<file path="src/rtl/regfile_mp.sv">
// Multi-port MIPS register file: two write lanes (lane 1 wins on collision),
// NUM_RD independent read ports, optional write-to-read bypass and registered read stage.
module regfile_mp #(
  parameter int unsigned DATA_WIDTH   = 32,
  parameter int unsigned NUM_REGS     = 32,
  parameter int unsigned ADDR_WIDTH   = $clog2(NUM_REGS),
  parameter int unsigned NUM_RD       = 2,
  parameter int unsigned READ_LATENCY = 0,
  parameter int unsigned BYPASS       = 1,
  parameter int unsigned ZERO_REG     = 1
) (
  input  logic                         clock,
  input  logic                         reset,
  input  logic [NUM_RD*ADDR_WIDTH-1:0] rd_addr,
  output logic [NUM_RD*DATA_WIDTH-1:0] rd_data,
  input  logic                         we0,
  input  logic [ADDR_WIDTH-1:0]        wa0,
  input  logic [DATA_WIDTH-1:0]        wd0,
  input  logic                         we1,
  input  logic [ADDR_WIDTH-1:0]        wa1,
  input  logic [DATA_WIDTH-1:0]        wd1,
  output logic                         wr_conflict
);

  localparam logic [ADDR_WIDTH-1:0] ZERO_ADDR = '0;

  logic [DATA_WIDTH-1:0] mem_q [NUM_REGS];
  logic [DATA_WIDTH-1:0] mem_d [NUM_REGS];
  logic                  conflict_q;
  logic                  conflict_d;
  logic                  wr0_ok_c;
  logic                  wr1_ok_c;

  // Writes to the hardwired zero register are dropped before they reach storage
  assign wr0_ok_c   = we0 && !((ZERO_REG != 0) && (wa0 == ZERO_ADDR));
  assign wr1_ok_c   = we1 && !((ZERO_REG != 0) && (wa1 == ZERO_ADDR));
  assign conflict_d = wr0_ok_c && wr1_ok_c && (wa0 == wa1);

  // Lane 1 is applied last so it overrides lane 0 on an address collision
  always_comb begin
    mem_d = mem_q;
    if (wr0_ok_c) mem_d[wa0] = wd0;
    if (wr1_ok_c) mem_d[wa1] = wd1;
  end

  always_ff @(posedge clock) begin
    if (reset) begin
      for (int i = 0; i < int'(NUM_REGS); i++) mem_q[i] <= '0;
      conflict_q <= 1'b0;
    end else begin
      mem_q      <= mem_d;
      conflict_q <= conflict_d;
    end
  end

  assign wr_conflict = conflict_q;

  for (genvar k = 0; k < int'(NUM_RD); k++) begin : g_rd
    logic [ADDR_WIDTH-1:0] ra_c;
    logic [DATA_WIDTH-1:0] rv_c;

    assign ra_c = rd_addr[k*ADDR_WIDTH +: ADDR_WIDTH];

    // Zero register first, then the in-flight lane-1 and lane-0 writes, then storage
    always_comb begin
      rv_c = mem_q[ra_c];
      if ((ZERO_REG != 0) && (ra_c == ZERO_ADDR)) begin
        rv_c = '0;
      end else if ((BYPASS != 0) && we1 && (wa1 == ra_c)) begin
        rv_c = wd1;
      end else if ((BYPASS != 0) && we0 && (wa0 == ra_c)) begin
        rv_c = wd0;
      end
    end

    if (READ_LATENCY != 0) begin : g_reg
      logic [DATA_WIDTH-1:0] rd_q;
      always_ff @(posedge clock) begin
        if (reset) rd_q <= '0;
        else       rd_q <= rv_c;
      end
      assign rd_data[k*DATA_WIDTH +: DATA_WIDTH] = rd_q;
    end else begin : g_comb
      assign rd_data[k*DATA_WIDTH +: DATA_WIDTH] = rv_c;
    end
  end

endmodule
</file>
<file path="config.mk">
export PLATFORM = sky130hd
export DESIGN_NAME = regfile_mp
export DESIGN_NICKNAME = d
export VERILOG_FILES = /design/src/rtl/regfile_mp.sv
export SDC_FILE = /design/constraint.sdc
export NUM_CORES = 2
export LEC_CHECK = 0
export BUFFER_PORTS_ARGS = -buffer_cell sky130_fd_sc_hd__clkbuf_2
export CAP_MARGIN = 20
export CELL_PAD_IN_SITES_DETAIL_PLACEMENT = 0
export CELL_PAD_IN_SITES_GLOBAL_PLACEMENT = 1
export CORE_MARGIN = 5
export CORE_UTILIZATION = 46
export DETAILED_ROUTE_END_ITERATION = 10
export GPL_TIMING_DRIVEN = 0
export PLACE_DENSITY = 0.87
export SLEW_MARGIN = 10
export SYNTH_ARGS = -nofsm -noshare
export SYNTH_HDL_FRONTEND = slang
export SYNTH_SLANG_ARGS = --single-unit
</file>
<file path="constraint.sdc">
create_clock -name clock -period 3.07 [get_ports clock]
set_clock_uncertainty 0.15 [all_clocks]
set_input_delay 0.614 -clock clock [delete_from_list [all_inputs] [get_ports clock]]
set_output_delay 0.614 -clock clock [all_outputs]
set_load 0.01 [all_outputs]
</file>
Yosys cells after proc, flatten, opt, wreduce, memory -nomap -nowiden --
Index checks and enable logic that the tools add are counted.
Word-level totals: flip-flop bits (word level) 1025, input port bits 88, output and inout port bits 65
Operators by class: $lt $le $gt $ge 6, equal/unequal tests 5, mux-type cells 20, bitwise operators 4, reductions and logical operators 16
Operators by type and width (number):
- $bwmux W1024 | 2
- $mux W1024 | 2
- $mux W32 | 12
- $bmux W32 S5 | 2
- $demux W32 S5 | 2
- $eq A5 B5 Y1 | 5
- $ge A6 B6 Y1 const B | 4
- $not A5 Y6 | 4
- $logic_not A5 Y1 | 4
- $lt A6 B1 Y1 const B | 2
- $logic_and A1 B1 Y1 | 10
- $logic_not A1 Y1 | 2

Longest topological paths before layout --
word-level depth 9, mapped depth 10

Least setup slack after synthesis --
No wires, ideal clock.
path kind in2out, from in rd_addr[0], to out rd_data[19], data arrival time 2.521 ns, path slack -0.215 ns, stages on the path 8, cell sequence buf_6 > buf_6 > buf_6 > buf_2 > mux4_2 > a221oi_1 > nor4_1 > a221o_1
Between the ends: longest elaborated chain between the ends 7, elaborated cells between the ends (all ways) 12
Ends and longest elaborated chain:
- from (decl) | line 14 | input logic [NUM_RD*ADDR_WIDTH-1:0] rd_addr,
- $not A5 Y6 (implied by the code) | line 66 | rv_c = mem_q[ra_c];
- $bmux W32 S5 | line 66
- $mux W32 (implied by the code) (2 in series) | line 66
- $mux W32 | line 71 | end else if ((BYPASS != 0) && we0 && (wa0 == ra_c)) begin
- $mux W32 | line 69 | end else if ((BYPASS != 0) && we1 && (wa1 == ra_c)) begin
- $mux W32 (*) | line 67 | if ((ZERO_REG != 0) && (ra_c == ZERO_ADDR)) begin
- to (decl) | line 15 | output logic [NUM_RD*DATA_WIDTH-1:0] rd_data,
Every way passes the cells marked *; elsewhere a longest branch is shown, timed or not. The select of a mux whose other input is x is not followed.

Worst setup path after layout --
from in rd_addr[0], to out rd_data[3]
The elaborated chain is that of the path after synthesis.

==> qor.yml <==
global_route:
  grt_use_total_pct: 46.42
  overflow: 0
  antenna_found_initial: 16
  grt_pass1_vias: 57620
  grt_max_degree: 18
  grt_pass1_wl_um: 463900
route:
  ant_nets: 0
  first_pass_iters: 6
  vias_per_cell: 7.137
  wl_per_cell_um: 40.84
  drtIter0Drc: 9218
  wl_um: 347800
  drc_errors: 0
  vias: 60780
synth:
  synth-seq-cells: 1025
  ys_types: 49
  netlist_top_cells_count: "1214 x mux2i_1, 1042 x a211oi_1, 1025 x dfxtp_1, 1017 x nor2_1, 621 x clkbuf_1"
  syn_area_per_cell_um2: 9.925
  yosysMostFrequentCell: "mux2i_1"
  ys_top_cells_by_area: "dfxtp_1 33%, mux2i_1 19%, mux4_2 14%"
  ys_warn_count: 0
  seq_area_frac_synth_pct: 32.91
  syn-instance-count: 6282
  synth_nets: 6370
  synth_top_cell_by_area: "dfxtp_1"
  synth-main-ff-cell: "dfxtp_1"
  synth_edf_count: 0
  syn_area_um2: 62350
  synth_top_area_share_pct: 32.91
  async_flop_share_pct: 0
timing:
  rsz0062_at_grt: "true"
  fin_setup_tns_ns: -56.25
  finalHoldViolations: 0
  worst_pin_slew_ns: 1.349
  layout_min_cycle_time_ns: 4.006
  drv_slew: 0
  min_period_over_period_pct: 130.5
  fin_ws_ns: -0.9363
  fmax_ghz: 0.2496
  slew_headroom_pct: 9.717
  setup_viol: 227
clock_network:
  path_clk_slew_ns: 0.06
  cts_hold_buffers: 0
  cts-root-buf: "clkbuf_16"
  cts-buffers-inserted: 118
  clock_latency_ns: 0.79
  htreeDepth: 3
  clockBufferDepth: 3
  cts_tree: "done"
  cts_sinks: 1025
floorplan:
  die_y_um: 378.2
  dieArea_um2: 143000
  start_util_pct: 46.14
  fp-row-count: 135
  io_pins: 153
  die_x_um: 378.2
  core_area_um2: 135100
power:
  vdd_drop_max_mv: 0.5276
  power_density_nw_per_um2: 456.1
  leakagePower_nw: 29.66
  power_w: 0.03488
worst_setup_path:
  crit_path_end_kind: "output pin"
  cp_data_required_time_ns: 2.31
  start_kind: "primary input"
  crit_fanout: 8
  crit_slowest_cell: "a2111oi_4"
  worstPathArrival_ns: 3.24
  crit_chain: "buf_16 > buf_16 > buf_16 > buf_16 > bufbuf_16 > mux2i_2 > o22ai_2 > a2111oi_4 > nor4_1 > a221o_1 > clkbuf_2"
  cp_slowest_stage_delay_ns: 0.54
  worstSetupPathType: "primary input to output pin"
  crit_path_frequent_cell: "buf_16"
finish:
  drive_gt1_share_pct: 22.70
  seqCellArea_um2: 20550
  finalNonFillerCells: 8516
  fill_cells: 11750
  multi_input_area_um2: 41270
  nets: 6709
  design_area_um2: 76480
  area_growth_syn_to_layout_pct: 22.67
run_status:
  outcome: "finished with violations"
  violations: "negative setup slack"
placement:
  postPlaceCellArea_um2: 65550
  gp_congestion: 1.041
  dp_hpwl_um: 273400
  post-place-cells: 8159
  port_buffers: 82
  dp_slack_ns: -2.430
run:
  maxCapViolCount: 0
hold_path:
  hold_class: "primary input to register"
## logic make-up after synthesis
family,share of synthesized area [%]
muxes,35.20
buffers and inverters,5.954
AOI/OAI and AO/OA,17.42
xor gates and xnor gates,0.3371
and+or+nand+nor,8.175
DFF,32.91
## per-layer routing
metal  track usage (%)  share of wire, %
met1             59.21                38
met2             66.43                41
met3             16.48                13
met4             30.06               8.3
met5                 0             0.072
## area by class of cell
cell class	instances	area share [%]
plain buffers	891	7.620
clock inverters	53	0.9635
diodes	12	0.03926
well taps	1781	2.914
repair buffers	224	3.144
flip-flops and latches	1025	26.86
clock buffers	169	4.479
inverters	3	0.01472
multi-input cells	4358	53.96
## final timing paths
kind / end / slack [ns] / start / cells after the start
max: rd_data[3] / -0.94 / rd_addr[0] / 11
min: mem_q[28]$_SDFF_PP0_ / 0.16 / wd0[28] / 3
max reg2reg: mem_q[214]$_SDFF_PP0_ / 1.94 / mem_q[214]$_SDFF_PP0_ / 2
min reg2reg: mem_q[1007]$_SDFF_PP0_ / 0.34 / mem_q[1007]$_SDFF_PP0_ / 1
## power by group
part           total, W  internal [W]  switching (W)
Sequential       0.0138        0.0136       0.000255
Combinational   0.00552       0.00185        0.00367
Clock            0.0156       0.00895        0.00660
## metrics by stage
stage | hold WS (ns) | utilization [%]
3_5_place_dp | 0.3205 | 48.51
4_1_cts | 0.1198 | 55.73
5_1_grt | 0.1726 | 56.59
2_1_floorplan | 0.3009 | -
6_report | 0.1574 | 56.60
3_3_place_gp | 0.3125 | 48.35
## layout by cell type, fill, tap and decap left out, types with 69 or more instances in the layout
cell | synthesis | routed
a211oi_1 | 1042 | 1000
buf_1 | 105 | 88
buf_12 | 0 | 69
buf_2 | 137 | 93
buf_4 | 11 | 86
clkbuf_1 | 621 | 534
clkbuf_16 | 0 | 148
clkbuf_2 | 7 | 86
dfxtp_1 | 1025 | 1003
mux2i_1 | 1214 | 1187
mux4_2 | 388 | 388
nor2_1 | 1017 | 1009
## critical path, delay by kind of cell
kind	cells	cell delay (ns)
compound gates	3	0.99
simple gates	1	0.12
buf+inv	6	1.22
mux	1	0.24
## state kept, by name (all words and copies together) (netlist names)
| name | count |
|---|---|
| mem_q | 1024 |
| wr_conflict | 1 |
## what timing repair did
action                                  CTS  global route
endpoints found under the setup margin  224           189
pin swaps                               140            70
setup buffers                            76            31
gates resized for setup                 958           178
gates cloned                             14             8
Power figures use the tool's default switching activity.
